`config.mk`:
```
export PLATFORM = sky130hd
export DESIGN_NAME = display_scan_ctrl
export DESIGN_NICKNAME = d
export VERILOG_FILES = /design/src/rtl/disp_pkg.sv /design/src/rtl/lz_blank_mask.sv /design/src/rtl/display_scan_ctrl.sv
export SDC_FILE = /design/constraint.sdc
export NUM_CORES = 1
export LEC_CHECK = 0
export ABC_CLOCK_PERIOD_IN_PS = 3100
export CORE_ASPECT_RATIO = 0.8
export CORE_MARGIN = 2
export CORE_UTILIZATION = 45
export DETAILED_ROUTE_END_ITERATION = 7
export HOLD_SLACK_MARGIN = 0.03
export PLACE_DENSITY = 0.67
export REMOVE_ABC_BUFFERS = 1
export SLEW_MARGIN = 40
export SYNTH_ARGS = -nofsm -noshare
export SYNTH_HDL_FRONTEND = slang
export SYNTH_SLANG_ARGS = --single-unit
```
`constraint.sdc`:
```
create_clock -name clk -period 3.1 [get_ports clk]
set_input_delay 0.62 -clock clk [delete_from_list [all_inputs] [get_ports clk]]
set_output_delay 0.62 -clock clk [all_outputs]
set_load 0.02 [all_outputs]
```
`src/rtl/disp_pkg.sv`:
```
// Shared constants and helpers for the multiplexed 7-segment scanner.
package disp_pkg;

  localparam logic [3:0] BLANK_CODE = 4'hF;

  function automatic int clog2(input int n);
    int r;
    r = 1;
    while ((1 << r) < n) r++;
    return r;
  endfunction

  // Map a logical "digit on" to the pin level.
  function automatic logic en_polarity(input logic on,
                                       input bit   act_low);
    return on ^ act_low;
  endfunction

endpackage

```
`src/rtl/lz_blank_mask.sv`:
```
// Leading-zero blank mask: digit k>0 is blanked when it and
// every more significant digit are zero.
module lz_blank_mask #(
  parameter int N_DIGITS = 4
) (
  input  logic [4*N_DIGITS-1:0] disp_i,
  input  logic                  en_i,
  output logic [N_DIGITS-1:0]   mask_o
);

  logic hi_zero;

  always_comb begin
    hi_zero = 1'b1;
    mask_o  = '0;
    for (int k = N_DIGITS - 1; k > 0; k--) begin
      hi_zero   = hi_zero & (disp_i[4*k +: 4] == 4'h0);
      mask_o[k] = en_i & hi_zero;
    end
  end

endmodule

```
`src/rtl/display_scan_ctrl.sv`:
```
// Time-multiplexed digit scanner with ghost gap, leading-zero
// blanking and frame-aligned display updates.
module display_scan_ctrl
  import disp_pkg::*;
#(
  parameter int         N_DIGITS   = 4,
  parameter int         DIV_COUNT  = 50000,
  parameter int         GAP_CYC    = 64,
  parameter int         EN_ACT_LOW = 1,
  parameter logic [3:0] BLANK_CODE = disp_pkg::BLANK_CODE
) (
  input  logic                         clk,
  input  logic                         rst,
  input  logic [4*N_DIGITS-1:0]        value,
  input  logic                         load,
  input  logic                         blank_lz,
  output logic [3:0]                   bcd_out,
  output logic [N_DIGITS-1:0]          dig_en,
  output logic [clog2(N_DIGITS)-1:0]   dig_idx,
  output logic                         frame_start
);

  localparam int IW      = clog2(N_DIGITS);
  localparam int CW      = clog2(DIV_COUNT);
  localparam bit ACT_LOW = (EN_ACT_LOW != 0);
  localparam logic [N_DIGITS-1:0] EN_OFF = {N_DIGITS{ACT_LOW}};

  logic [CW-1:0]         cnt_q, cnt_d;
  logic [IW-1:0]         idx_q, idx_d;
  logic [4*N_DIGITS-1:0] pend_q, pend_d;
  logic [4*N_DIGITS-1:0] disp_q, disp_d;
  logic                  lz_q, lz_d;
  logic                  wrap, commit;
  logic [N_DIGITS-1:0]   mask;
  logic [N_DIGITS-1:0]   en_q, en_d;
  logic [3:0]            bcd_q, bcd_d, nib;
  logic                  fs_q, fs_d;

  always_comb begin
    wrap   = (cnt_q == CW'(DIV_COUNT - 1));
    cnt_d  = wrap ? '0 : cnt_q + CW'(1);
    idx_d  = idx_q;
    commit = 1'b0;
    if (wrap) begin
      if (idx_q == IW'(N_DIGITS - 1)) begin
        idx_d  = '0;
        commit = 1'b1;
      end else begin
        idx_d = idx_q + IW'(1);
      end
    end
    // Commit sees the pending word from before any coincident load.
    pend_d = load ? value : pend_q;
    disp_d = commit ? pend_q : disp_q;
    lz_d   = commit ? blank_lz : lz_q;
  end

  lz_blank_mask #(
    .N_DIGITS (N_DIGITS)
  ) u_mask (
    .disp_i (disp_d),
    .en_i   (lz_d),
    .mask_o (mask)
  );

  // Outputs are computed from next-state so they register cleanly.
  always_comb begin
    nib  = BLANK_CODE;
    en_d = EN_OFF;
    for (int k = 0; k < N_DIGITS; k++) begin
      if (idx_d == IW'(k))
        nib = mask[k] ? BLANK_CODE : disp_d[4*k +: 4];
      en_d[k] = en_polarity((cnt_d >= CW'(GAP_CYC)) &&
                            (idx_d == IW'(k)), ACT_LOW);
    end
    bcd_d = (cnt_d == '0) ? nib : bcd_q;
    fs_d  = (cnt_d == '0) && (idx_d == '0);
  end

  always_ff @(posedge clk or posedge rst) begin
    if (rst) begin
      cnt_q  <= '0;
      idx_q  <= '0;
      pend_q <= '0;
      disp_q <= '0;
      lz_q   <= 1'b0;
      bcd_q  <= BLANK_CODE;
      en_q   <= EN_OFF;
      fs_q   <= 1'b0;
    end else begin
      cnt_q  <= cnt_d;
      idx_q  <= idx_d;
      pend_q <= pend_d;
      disp_q <= disp_d;
      lz_q   <= lz_d;
      bcd_q  <= bcd_d;
      en_q   <= en_d;
      fs_q   <= fs_d;
    end
  end

  assign bcd_out     = bcd_q;
  assign dig_en      = en_q;
  assign dig_idx     = idx_q;
  assign frame_start = fs_q;

endmodule

```
* Word level (Yosys, flattened, before mapping)
Cells that the tools add are included.
** Word-level totals
- Register bits :: 60
- Input port bits :: 20
- Logic and storage cells :: 49
** Operators by class
- Add/sub/neg operators :: 2
- Order comparisons :: 1
- Equality and inequality tests :: 5
- Muxes and demuxes :: 14
- Bitwise logic cells :: 9
- Reductions and logical operators :: 10
** Operators by type and width (count)
- $mux 16 :: 2
- $mux 4 :: 7
- $add 16x1->16 const B :: 1
- $eq 16x16->1 const B :: 1
- $ge 16x7->1 const B :: 1
- $logic_not 16->1 :: 1
- $logic_not 4->1 :: 3
- $eq 2x2->1 const B :: 3
- $and 1x1->1 :: 5
- $logic_and 1x1->1 :: 5
- $mux 2 :: 2
- $not 1->1 :: 4
- $mux 1 :: 3
- $add 2x1->2 const B :: 1
- $eq 2x1->1 const B :: 1
- $logic_not 2->1 :: 1

* Longest topological paths before layout
Gate-level depths: netlist of the first run.
- Depth after elaboration :: 12
- Depth in mapped cells :: 9

* Cells and area by module
Synthesis of the first run repeated with hierarchy kept, for this count alone.
** Unflattened totals
- Cell total of the unflattened synthesis :: 260
- Area, all modules :: 2972.9 um^2
** By module, submodules not included
- display_scan_ctrl :: instances 1, cells each 252, area each 2915.3 um^2
- lz_blank_mask :: instances 1, cells each 8, area each 57.6 um^2

* Worst setup path before layout of the first run
Ideal clock, no wire load.
- Path kind :: register to register
- From :: register cnt_q[4]
- To :: register bcd_q[1], in the netlist bcd_out[1]
- Setup time :: 85 ps
- Arrival time :: 2862 ps
- Data required time :: 3015 ps
- Slack :: 153 ps
- Cell stages (with the launch flop) :: 10
- Period minus slack after synthesis :: 2947 ps
- Cells stage by stage :: dfrtp_1 -> clkbuf_1 -> or4b_4 -> nor4_4 -> mux2i_1 -> inv_1 -> or3_1 -> o311ai_1 -> o31ai_1 -> mux2_1
** Between the ends
- Longest elaborated chain between the ends :: 11
- Elaborated cells between the ends (all ways) :: 27
- Those cells by class :: add/sub: 1; eq/ne: 4; mux: 12; bitwise: 5; reduce/logical: 5
** Ends and longest elaborated chain
- start, declared :: RTL line display_scan_ctrl.sv:28 : logic [CW-1:0] cnt_q, cnt_d;
- start signal, assigned :: RTL line display_scan_ctrl.sv:91 : cnt_q <= cnt_d;
- $eq 16x16->1 :: RTL line display_scan_ctrl.sv:40 : wrap = (cnt_q == CW'(DIV_COUNT - 1));
- $mux 1 :: RTL line display_scan_ctrl.sv:44 : if (wrap) begin
- $mux 16 :: RTL line display_scan_ctrl.sv:54 : disp_d = commit ? pend_q : disp_q;
- $logic_not 4->1 :: RTL line lz_blank_mask.sv:17 : hi_zero = hi_zero & (disp_i[4*k +: 4] == 4'h0);
- $and 1x1->1 (2 in a row) :: RTL line lz_blank_mask.sv:17
- $and 1x1->1 :: RTL line lz_blank_mask.sv:18 : mask_o[k] = en_i & hi_zero;
- $mux 4 :: RTL line display_scan_ctrl.sv:72 : nib = mask[k] ? BLANK_CODE : disp_d[4*k +: 4];
- $mux 4 (3 in a row) :: RTL line display_scan_ctrl.sv:71 : if (idx_d == IW'(k))
- end signal, assigned :: RTL line display_scan_ctrl.sv:87 : bcd_q <= BLANK_CODE;
- end signal, assigned :: RTL line display_scan_ctrl.sv:96 : bcd_q <= bcd_d;
- end, declared :: RTL line display_scan_ctrl.sv:36 : logic [3:0] bcd_q, bcd_d, nib;
Parallel ways exist; a longest one is shown, timed or not.
A chain may end at the register's enable or synchronous reset.

* Worst setup path in the final report of the first run
- From :: register cnt_q[11]
- To :: register bcd_q[3], in the netlist bcd_out[3]
The elaborated chain is that of the path after synthesis.

==> flow_summary.ini, run 1 <==
[worst_setup_path]
crit_slowest_cell = or4_1
end_kind = register
cp.arrival_ns = 3.14
critical_path_class = register to register
path_max_fanout = 22
cp_slowest_stage_delay_ns = 0.67
worstPathRequired_ns = 3.38
cp_cell_sequence = or4_1 > nor4_4 > buf_12 > mux2i_2 > buf_4 > a211oi_1 > o32ai_1 > mux2_2
worst_setup_path_start_kind = register

[cts]
cts_tree = done
htree_levels = 3
cts.sinks = 60
hold_buffers = 0
cts_root_buf = clkbuf_8
clockBufferDepth = 2
ctsResizeCount = 0
cts_setup_buffers = 0
clk_pin_slew_worst_paths_ns = 0.06
numCtsBuffers = 9
clk_latency_ns = 0.34

[logic_synthesis]
ys_ff_latch = 60
syn_avg_cell_area_sq_um = 11.5
syn_inst = 252
synth_edf_count = 0
syn_area_sq_mm = 0.00289
synth_warnings = 0
synth_top_flop_cell = dfrtp_1
yosysUniqueCellTypes = 43
async_reset_ff_frac = 1.00
synth-seq-area-share = 0.524

[detailed_routing]
drc = 0
routed_wl_um = 5980
vias_per_cell = 5.51
vias = 2125
initialDrtViolationCount = 219
wl_per_cell_um = 15.5
antenna_left = 0
drtPass1Iterations = 4

[floorplanning]
start_util = 0.457
dieArea_sq_mm = 0.00708
core_area_sq_mm = 0.00631
die_y_um = 75.6
num_io_pins = 31
placementRows = 26
chipWidth_um = 93.5

[final_layout]
area_delta_synth_final_pct = 23.3
final_util = 0.564
final_common_cell = dfrtp_1
antenna_cells = 0
fin_cells = 386
final_cell_mix = dfrtp_1 (52), mux2_2 (35), clkdlybuf4s50_1 (30), nor2_1 (18), buf_4 (15)
fin_nets = 319
layout-drive-gt1-share = 0.258

[timing]
fin_skew_ns = 0.00540
maxSlewHeadroom = 0.510
hold_violations = 0
period_share = 0.924
worst_pin_slew_ns = 0.732
grt_setup_unrepaired = no
setup_ws_ns = 0.235
period_minus_slack_ns = 2.86
drv_slew = 0
finalSetupTns_ns = 0
finalSetupViolCount = 0
fmax_mhz = 349

[run_status]
outcome = completed

[worst_hold_path]
min_path_type = register to register

[pwr]
switching_share = 0.221
p_leak_nw = 1.50
p_per_area_mw_per_mm2 = 426
p_int_w = 0.00118
pwr-share-clk = 0.410
combPwrFrac = 0.047
seqPwrFrac = 0.543
switching_power_w = 0.000335
ir_drop_mv = 0.205

[placement]
dp.cells = 370
gp_congestion = 0.883
dp_slack_ns = 0.174
dpl.hpwl_um = 4340
portBuffers = 30

[flow_run]
drv_cap = 0

[grt]
grt_max_degree = 30
first_global_vias = 1961
antenna_found_initial = 0
grt_overflow = 0
grtUsageTotal = 0.190
grt_pass1_wl_um = 10100
critical path: cells and delay by family, from the launching register on:
kind / cells / cell delay (ns)
muxes: 2 / 0.54
buffers and inverters: 2 / 0.40
and+or+nand+nor: 2 / 1.09
AOI/OAI and AO/OA: 2 / 0.32
DFF: 1 / 0.44
power groups by stage:
stage                     Clock (W)  Sequential [W]  Combinational, W
after floorplan                   0        0.000830         0.0000365
after global placement            0        0.000836         0.0000718
after detailed placement          0        0.000837         0.0000728
after CTS                  0.000641        0.000823         0.0000734
after global routing       0.000683        0.000826         0.0000802
final                      0.000621        0.000823         0.0000715
routing by layer:
metal | global-route usage | share of wire | vias to the layer above
met5 | 0 | 0 | -
met4 | 0.0435 | 0.0095 | 0
met3 | 0.0653 | 0.068 | 7
met2 | 0.253 | 0.41 | 76
met1 | 0.296 | 0.51 | 1019
li1 | - | - | 1023
worst paths after layout:
check / from / end / slack (ns) / cells after the start
hold / removal: pend_q[1] / pend_q[1] / 0.50 / 1
min in group asynchronous: rst / cnt_q[7] / 0.54 / 2
setup reg to reg: cnt_q[11] / bcd_out[3] / 0.24 / 8
hold reg to reg: pend_q[1] / pend_q[1] / 0.50 / 1
max in group asynchronous: rst / bcd_out[0] / 1.87 / 3
setup / recovery: cnt_q[11] / bcd_out[3] / 0.24 / 8
metrics by stage:
step	cell area [sq um]	power (W)	hold slack, ns
global route	3560	0.00159	0.522
CTS	3550	0.00154	0.505
floorplan	2840	0.000867	0.455
finish	3560	0.00151	0.503
detailed placement	3380	0.000910	0.490
global placement	3380	0.000908	0.471
layout make-up:
| class | instances | area [sq um] |
|---|---|---|
| clock inverter | 2 | 10.0 |
| fill | 550 | 2750 |
| clock buffer | 14 | 163 |
| inverter | 8 | 30.0 |
| tap | 84 | 105 |
| multi-input combinational | 172 | 1310 |
| sequential | 60 | 1510 |
| timing repair buffer | 46 | 433 |
logic make-up (layout without fill, tap and decap cells):
kind of cell / after synthesis / count (layout) / synth area share
AO/OA/AOI/OAI: 32 / 32 / 0.0763
XOR/XNOR: 15 / 15 / 0.0455
adder cells (fa/ha/maj): 2 / 2 / 0.00867
buffers and inverters: 20 / 70 / 0.0273
flip-flops: 60 / 60 / 0.524
multiplexers: 39 / 39 / 0.151
AND/OR/NAND/NOR: 84 / 84 / 0.167
sequential cells by signal, summed over array words and instances (netlist names):
name,cells
bcd_out,4
cnt_q,16
disp_q,16
pend_q,16
dig_idx,2
frame_start,1
dig_en,4
lz_q,1
cells in the mapped netlist (3+ instances only):
library cell	count	area, sq um
a211oi_1	3	22.5
and4_1	3	26.3
nor3_1	11	55.1
nand2_1	12	45.0
nand3_1	9	45.0
a21o_1	3	22.5
nand4_1	7	43.8
dfrtp_1	52	1300
nor2_1	18	67.6
o21ai_0	11	55.1
xor2_1	8	70.1
inv_1	8	30.0
xnor2_1	7	61.3
dfstp_2	8	210
or3_1	4	25.0
o31ai_1	3	22.5
nor4_1	8	50.1
buf_2	3	15.0
mux2_2	35	394
clkbuf_1	8	30.0
(Power assumes the default switching activity.)
==> run 2, diff against run 1 <==
--- a/config.mk
+++ b/config.mk
@@ -5,14 +5,15 @@
 export SDC_FILE = /design/constraint.sdc
 export NUM_CORES = 1
 export LEC_CHECK = 0
-export ABC_CLOCK_PERIOD_IN_PS = 3100
+export ABC_CLOCK_PERIOD_IN_PS = 3180
 export CORE_ASPECT_RATIO = 0.8
 export CORE_MARGIN = 2
 export CORE_UTILIZATION = 45
 export DETAILED_ROUTE_END_ITERATION = 7
 export HOLD_SLACK_MARGIN = 0.03
-export PLACE_DENSITY = 0.67
+export PLACE_DENSITY = 0.65
 export REMOVE_ABC_BUFFERS = 1
+export SKIP_CTS_REPAIR_TIMING = 1
 export SLEW_MARGIN = 40
 export SYNTH_ARGS = -nofsm -noshare
 export SYNTH_HDL_FRONTEND = slang
==> constraint.sdc (replaced) <==
create_clock -name clk -period 3.18 [get_ports clk]
set_input_delay 0.636 -clock clk [delete_from_list [all_inputs] [get_ports clk]]
set_output_delay 0.636 -clock clk [all_outputs]
set_load 0.02 [all_outputs]
==> flow_summary.ini, run 2 (synthesis gave the netlist of run 1 again) <==
[floorplanning]
die_y_um = 75.6
placementRows = 26
start_util = 0.457
core_area_sq_mm = 0.00631
chipWidth_um = 93.5
dieArea_sq_mm = 0.00708
num_io_pins = 31

[worst_setup_path]
end_kind = register
crit_slowest_cell = or4_1
critical_path_class = register to register
worstPathRequired_ns = 3.47
cp_cell_sequence = or4_1 > nor4_4 > buf_12 > mux2i_1 > buf_4 > a211oi_1 > o32ai_1 > mux2_2
path_max_fanout = 22
cp_slowest_stage_delay_ns = 0.68
worst_setup_path_start_kind = register
cp.arrival_ns = 3.27

[grt]
grt_max_degree = 34
antenna_found_initial = 0
grt_pass1_wl_um = 10000
grt_overflow = 0
first_global_vias = 2048
grtUsageTotal = 0.191

[placement]
gp_congestion = 0.901
dpl.hpwl_um = 4280
portBuffers = 30
dp.cells = 364
dp_slack_ns = 0.261

[detailed_routing]
vias_per_cell = 5.37
antenna_left = 0
drtPass1Iterations = 4
vias = 2042
wl_per_cell_um = 15.8
initialDrtViolationCount = 72
routed_wl_um = 5990
drc = 0

[cts]
clk_pin_slew_worst_paths_ns = 0.07
cts_tree = done
clockBufferDepth = 2
clk_latency_ns = 0.35
numCtsBuffers = 9
cts_root_buf = clkbuf_8
cts.sinks = 60
htree_levels = 3

[worst_hold_path]
min_path_type = register to register

[pwr]
p_per_area_mw_per_mm2 = 459
ir_drop_mv = 0.287
seqPwrFrac = 0.489
combPwrFrac = 0.043
p_int_w = 0.00129
switching_power_w = 0.000352
p_total_w = 0.00164
switching_share = 0.215
pwr-share-clk = 0.468
p_leak_nw = 1.48

[flow_run]
drv_cap = 0

[final_layout]
final_cell_mix = dfrtp_1 (52), mux2_2 (35), clkdlybuf4s50_1 (30), nor2_1 (18), nand2_1 (12)
layout-drive-gt1-share = 0.247
area_delta_synth_final_pct = 23.6
fin_nets = 313
multiInputGateArea_sq_mm = 0.00130
antenna_cells = 0
fin_cells = 380
fillerInstances = 572
reg_top3 = cnt_q: 16 flops, disp_q: 16 flops, pend_q: 16 flops
seqCellArea_sq_mm = 0.00151
final_common_cell = dfrtp_1

[timing]
finalSetupViolCount = 0
period_share = 0.936
drv_slew = 0
maxSlewHeadroom = 0.512
worst_pin_slew_ns = 0.729
grt_setup_unrepaired = no
setup_ws_ns = 0.205
whs_ns = 0.506
fmax_mhz = 336
period_minus_slack_ns = 2.98
fin_skew_ns = 0.00940
hold_violations = 0

[run_status]
outcome = completed
run 2: changes by cell type in the layout (fill, tap and decap cells not counted):
| cell | delta |
|---|---|
| buf_4 | -7 |
| clkbuf_1 | -3 |
| clkinvlp_4 | +3 |
| bufinv_16 | +2 |
| buf_12 | +1 |
| clkbuf_8 | -1 |
| clkinv_2 | -1 |
| mux2i_1 | +1 |
| mux2i_2 | -1 |
| nor4_1 | +1 |
| nor4_2 | -1 |
run 2: final cells by class:
cell class	count	area share
repair buffers	40	0.112
clock inverters	6	0.0245
well taps	84	0.0295
multi-input cells	172	0.363
inverters	8	0.00842
clock buffers	10	0.0386
flip-flops and latches	60	0.424
run 2: final timing paths:
check / cells past startpoint / from / end / slack, ns
min in group asynchronous: 2 / rst / cnt_q[13] / 0.68
max in group asynchronous: 3 / rst / bcd_out[2] / 1.86
setup reg to reg: 8 / cnt_q[10] / bcd_out[3] / 0.20
hold / removal: 1 / disp_q[3] / disp_q[3] / 0.51
setup / recovery: 8 / cnt_q[10] / bcd_out[3] / 0.20
hold reg to reg: 1 / disp_q[3] / disp_q[3] / 0.51
run 2: per-stage QoR:
step / TNS (ns) / area, sq um / utilization
2_1_floorplan: -0.158 / 2840 / -
3_3_place_gp: 0 / 3340 / 0.530
3_5_place_dp: 0 / 3340 / 0.530
4_1_cts: 0 / 3570 / 0.565
5_1_grt: 0 / 3570 / 0.565
6_report: 0 / 3570 / 0.565
run 2: worst max-delay path, delay by kind of cell (launching register included):
kind                   cells  cell delay, ns
flip-flops                 1            0.45
buffers and inverters      2            0.42
AO/OA/AOI/OAI              2            0.38
multiplexers               2            0.54
AND/OR/NAND/NOR            2            1.14
run 2: per-layer routing:
layer / global-route usage / routed length (um) / vias up
met1: 0.273 / 3080 / 960
li1: - / - / 1010
met3: 0.0623 / 338 / 11
met2: 0.263 / 2460 / 61
met4: 0.0934 / 118 / 0
met5: 0 / 0 / -
run 2: power by group through the flow:
stage	clock (W)	combinational [W]	sequential, W
after CTS	0.000790	0.0000723	0.000802
after detailed placement	0	0.0000719	0.000816
after global placement	0	0.0000710	0.000816
final	0.000767	0.0000700	0.000802
after global routing	0.000829	0.0000785	0.000805
after floorplan	0	0.0000356	0.000809
==> run 3, diff against run 2 <==
--- a/config.mk
+++ b/config.mk
@@ -8,10 +8,10 @@
 export ABC_CLOCK_PERIOD_IN_PS = 3180
 export CORE_ASPECT_RATIO = 0.8
 export CORE_MARGIN = 2
-export CORE_UTILIZATION = 45
+export CORE_UTILIZATION = 40
 export DETAILED_ROUTE_END_ITERATION = 7
 export HOLD_SLACK_MARGIN = 0.03
-export PLACE_DENSITY = 0.65
+export PLACE_DENSITY = 0.59
 export REMOVE_ABC_BUFFERS = 1
 export SKIP_CTS_REPAIR_TIMING = 1
 export SLEW_MARGIN = 40
==> flow_summary.ini, run 3 (synthesis gave the netlist of run 1 again) <==
[floorplanning]
num_io_pins = 31
start_util = 0.417
chipWidth_um = 99.0
core_area_sq_mm = 0.00693
dieArea_sq_mm = 0.00792
die_y_um = 80.0
placementRows = 27

[worst_setup_path]
critical_path_class = register to register
worst_setup_path_start_kind = register
worstPathRequired_ns = 3.45
crit_slowest_cell = or4_1
cp_cell_sequence = or4_1 > nor4_4 > buf_4 > mux2_2 > a211oi_1 > o31ai_1 > mux2_1
cp_slowest_stage_delay_ns = 0.68
end_kind = register
cp.arrival_ns = 3.15
path_max_fanout = 19

[grt]
grt_overflow = 0
antenna_found_initial = 0
grt_pass1_wl_um = 10300
grt_max_degree = 61
first_global_vias = 2023
grtUsageTotal = 0.168

[cts]
clockBufferDepth = 2
numCtsBuffers = 9
htree_levels = 3
clk_latency_ns = 0.34
cts.sinks = 60
cts_tree = done
clk_pin_slew_worst_paths_ns = 0.07
cts_root_buf = clkbuf_8

[placement]
gp_congestion = 0.821
portBuffers = 30
dp.cells = 367
dpl.hpwl_um = 4150
placed_area_sq_mm = 0.00333

[worst_hold_path]
min_path_type = register to register

[run_status]
outcome = completed

[detailed_routing]
drc = 0
drtPass1Iterations = 4
antenna_left = 0
wl_per_cell_um = 15.4
routed_wl_um = 5890
initialDrtViolationCount = 73
vias_per_cell = 5.41
vias = 2073

[timing]
worst_pin_slew_ns = 0.727
fmax_mhz = 347
maxSlewHeadroom = 0.514
finalSetupViolCount = 0
drv_slew = 0
period_minus_slack_ns = 2.88
period_share = 0.906
hold_violations = 0
fin_skew_ns = 0.00810
grt_setup_unrepaired = no
finalSetupTns_ns = 0

[final_layout]
final_common_cell = dfrtp_1
seqCellArea_sq_mm = 0.00151
fillerInstances = 608
multiInputGateArea_sq_mm = 0.00130
final_cell_mix = dfrtp_1 (52), mux2_2 (35), clkdlybuf4s50_1 (30), nor2_1 (18), nand2_1 (12)
area_delta_synth_final_pct = 23.2
layout-drive-gt1-share = 0.247
reg_top3 = cnt_q: 16 flops, disp_q: 16 flops, pend_q: 16 flops
antenna_cells = 0
fin_nets = 313
fin_cells = 383
post-route-cell-area_sq_mm = 0.00356

[pwr]
pwr-share-clk = 0.467
switching_power_w = 0.000366
p_leak_nw = 1.48
switching_share = 0.223
p_int_w = 0.00127
combPwrFrac = 0.043
ir_drop_mv = 0.179
seqPwrFrac = 0.490
p_per_area_mw_per_mm2 = 460

[flow_run]
drv_cap = 0
-- run 3: changes by cell type in the layout (fill, tap and decap cells not counted), sizes merged --
cell / delta
clkbuf: -1
clkinvlp: -1
inv: +2
-- run 3: layout make-up --
class / count / area share
inverters: 8 / 0.00844
multi-input cells: 172 / 0.365
flip-flops and latches: 60 / 0.425
repair buffers: 40 / 0.109
well taps: 87 / 0.0306
clock buffers: 9 / 0.0348
clock inverters: 7 / 0.0274
-- run 3: worst paths after layout --
check | from | end | slack [ns] | depth (start not counted)
min in group asynchronous | rst | cnt_q[0] | 0.67 | 3
min reg2reg | disp_q[0] | disp_q[0] | 0.49 | 1
max reg2reg | cnt_q[10] | bcd_out[1] | 0.30 | 7
min | disp_q[0] | disp_q[0] | 0.49 | 1
max in group asynchronous | rst | bcd_out[3] | 2.22 | 3
max | cnt_q[10] | bcd_out[1] | 0.30 | 7
-- run 3: power groups by stage --
stage | logic [W] | clock network, W | registers (W)
6_report | 0.0000702 | 0.000765 | 0.000802
5_1_grt | 0.0000789 | 0.000829 | 0.000806
4_1_cts | 0.0000727 | 0.000787 | 0.000802
3_5_place_dp | 0.0000725 | 0 | 0.000816
3_3_place_gp | 0.0000712 | 0 | 0.000816
2_1_floorplan | 0.0000356 | 0 | 0.000809
-- run 3: worst max-delay path, delay by kind of cell (launching register included) --
family                 cells  cell delay (ns)
AOI/OAI and AO/OA          2             0.38
buffers and inverters      1             0.29
DFF                        1             0.45
muxes                      2             0.66
and+or+nand+nor            2             1.03
-- run 3: routing by layer --
| metal | share of wire | wire [um] | global-route usage | vias to the layer above |
|---|---|---|---|---|
| li1 | - | - | - | 1013 |
| met5 | 0 | 0 | 0 | - |
| met2 | 0.40 | 2330 | 0.221 | 37 |
| met3 | 0.045 | 263 | 0.0587 | 5 |
| met4 | 0.012 | 72 | 0.0493 | 0 |
| met1 | 0.55 | 3220 | 0.255 | 1018 |
-- run 3: through the flow --
step | total power [W] | util | worst slack, ns | hold WS, ns
floorplan | 0.000845 | - | -0.158 | 0.455
global placement | 0.000887 | 0.481 | 0.353 | 0.475
detailed placement | 0.000889 | 0.481 | 0.308 | 0.480
CTS | 0.00166 | 0.513 | 0.290 | 0.498
global route | 0.00171 | 0.513 | 0.0941 | 0.516
finish | 0.00164 | 0.513 | 0.300 | 0.490
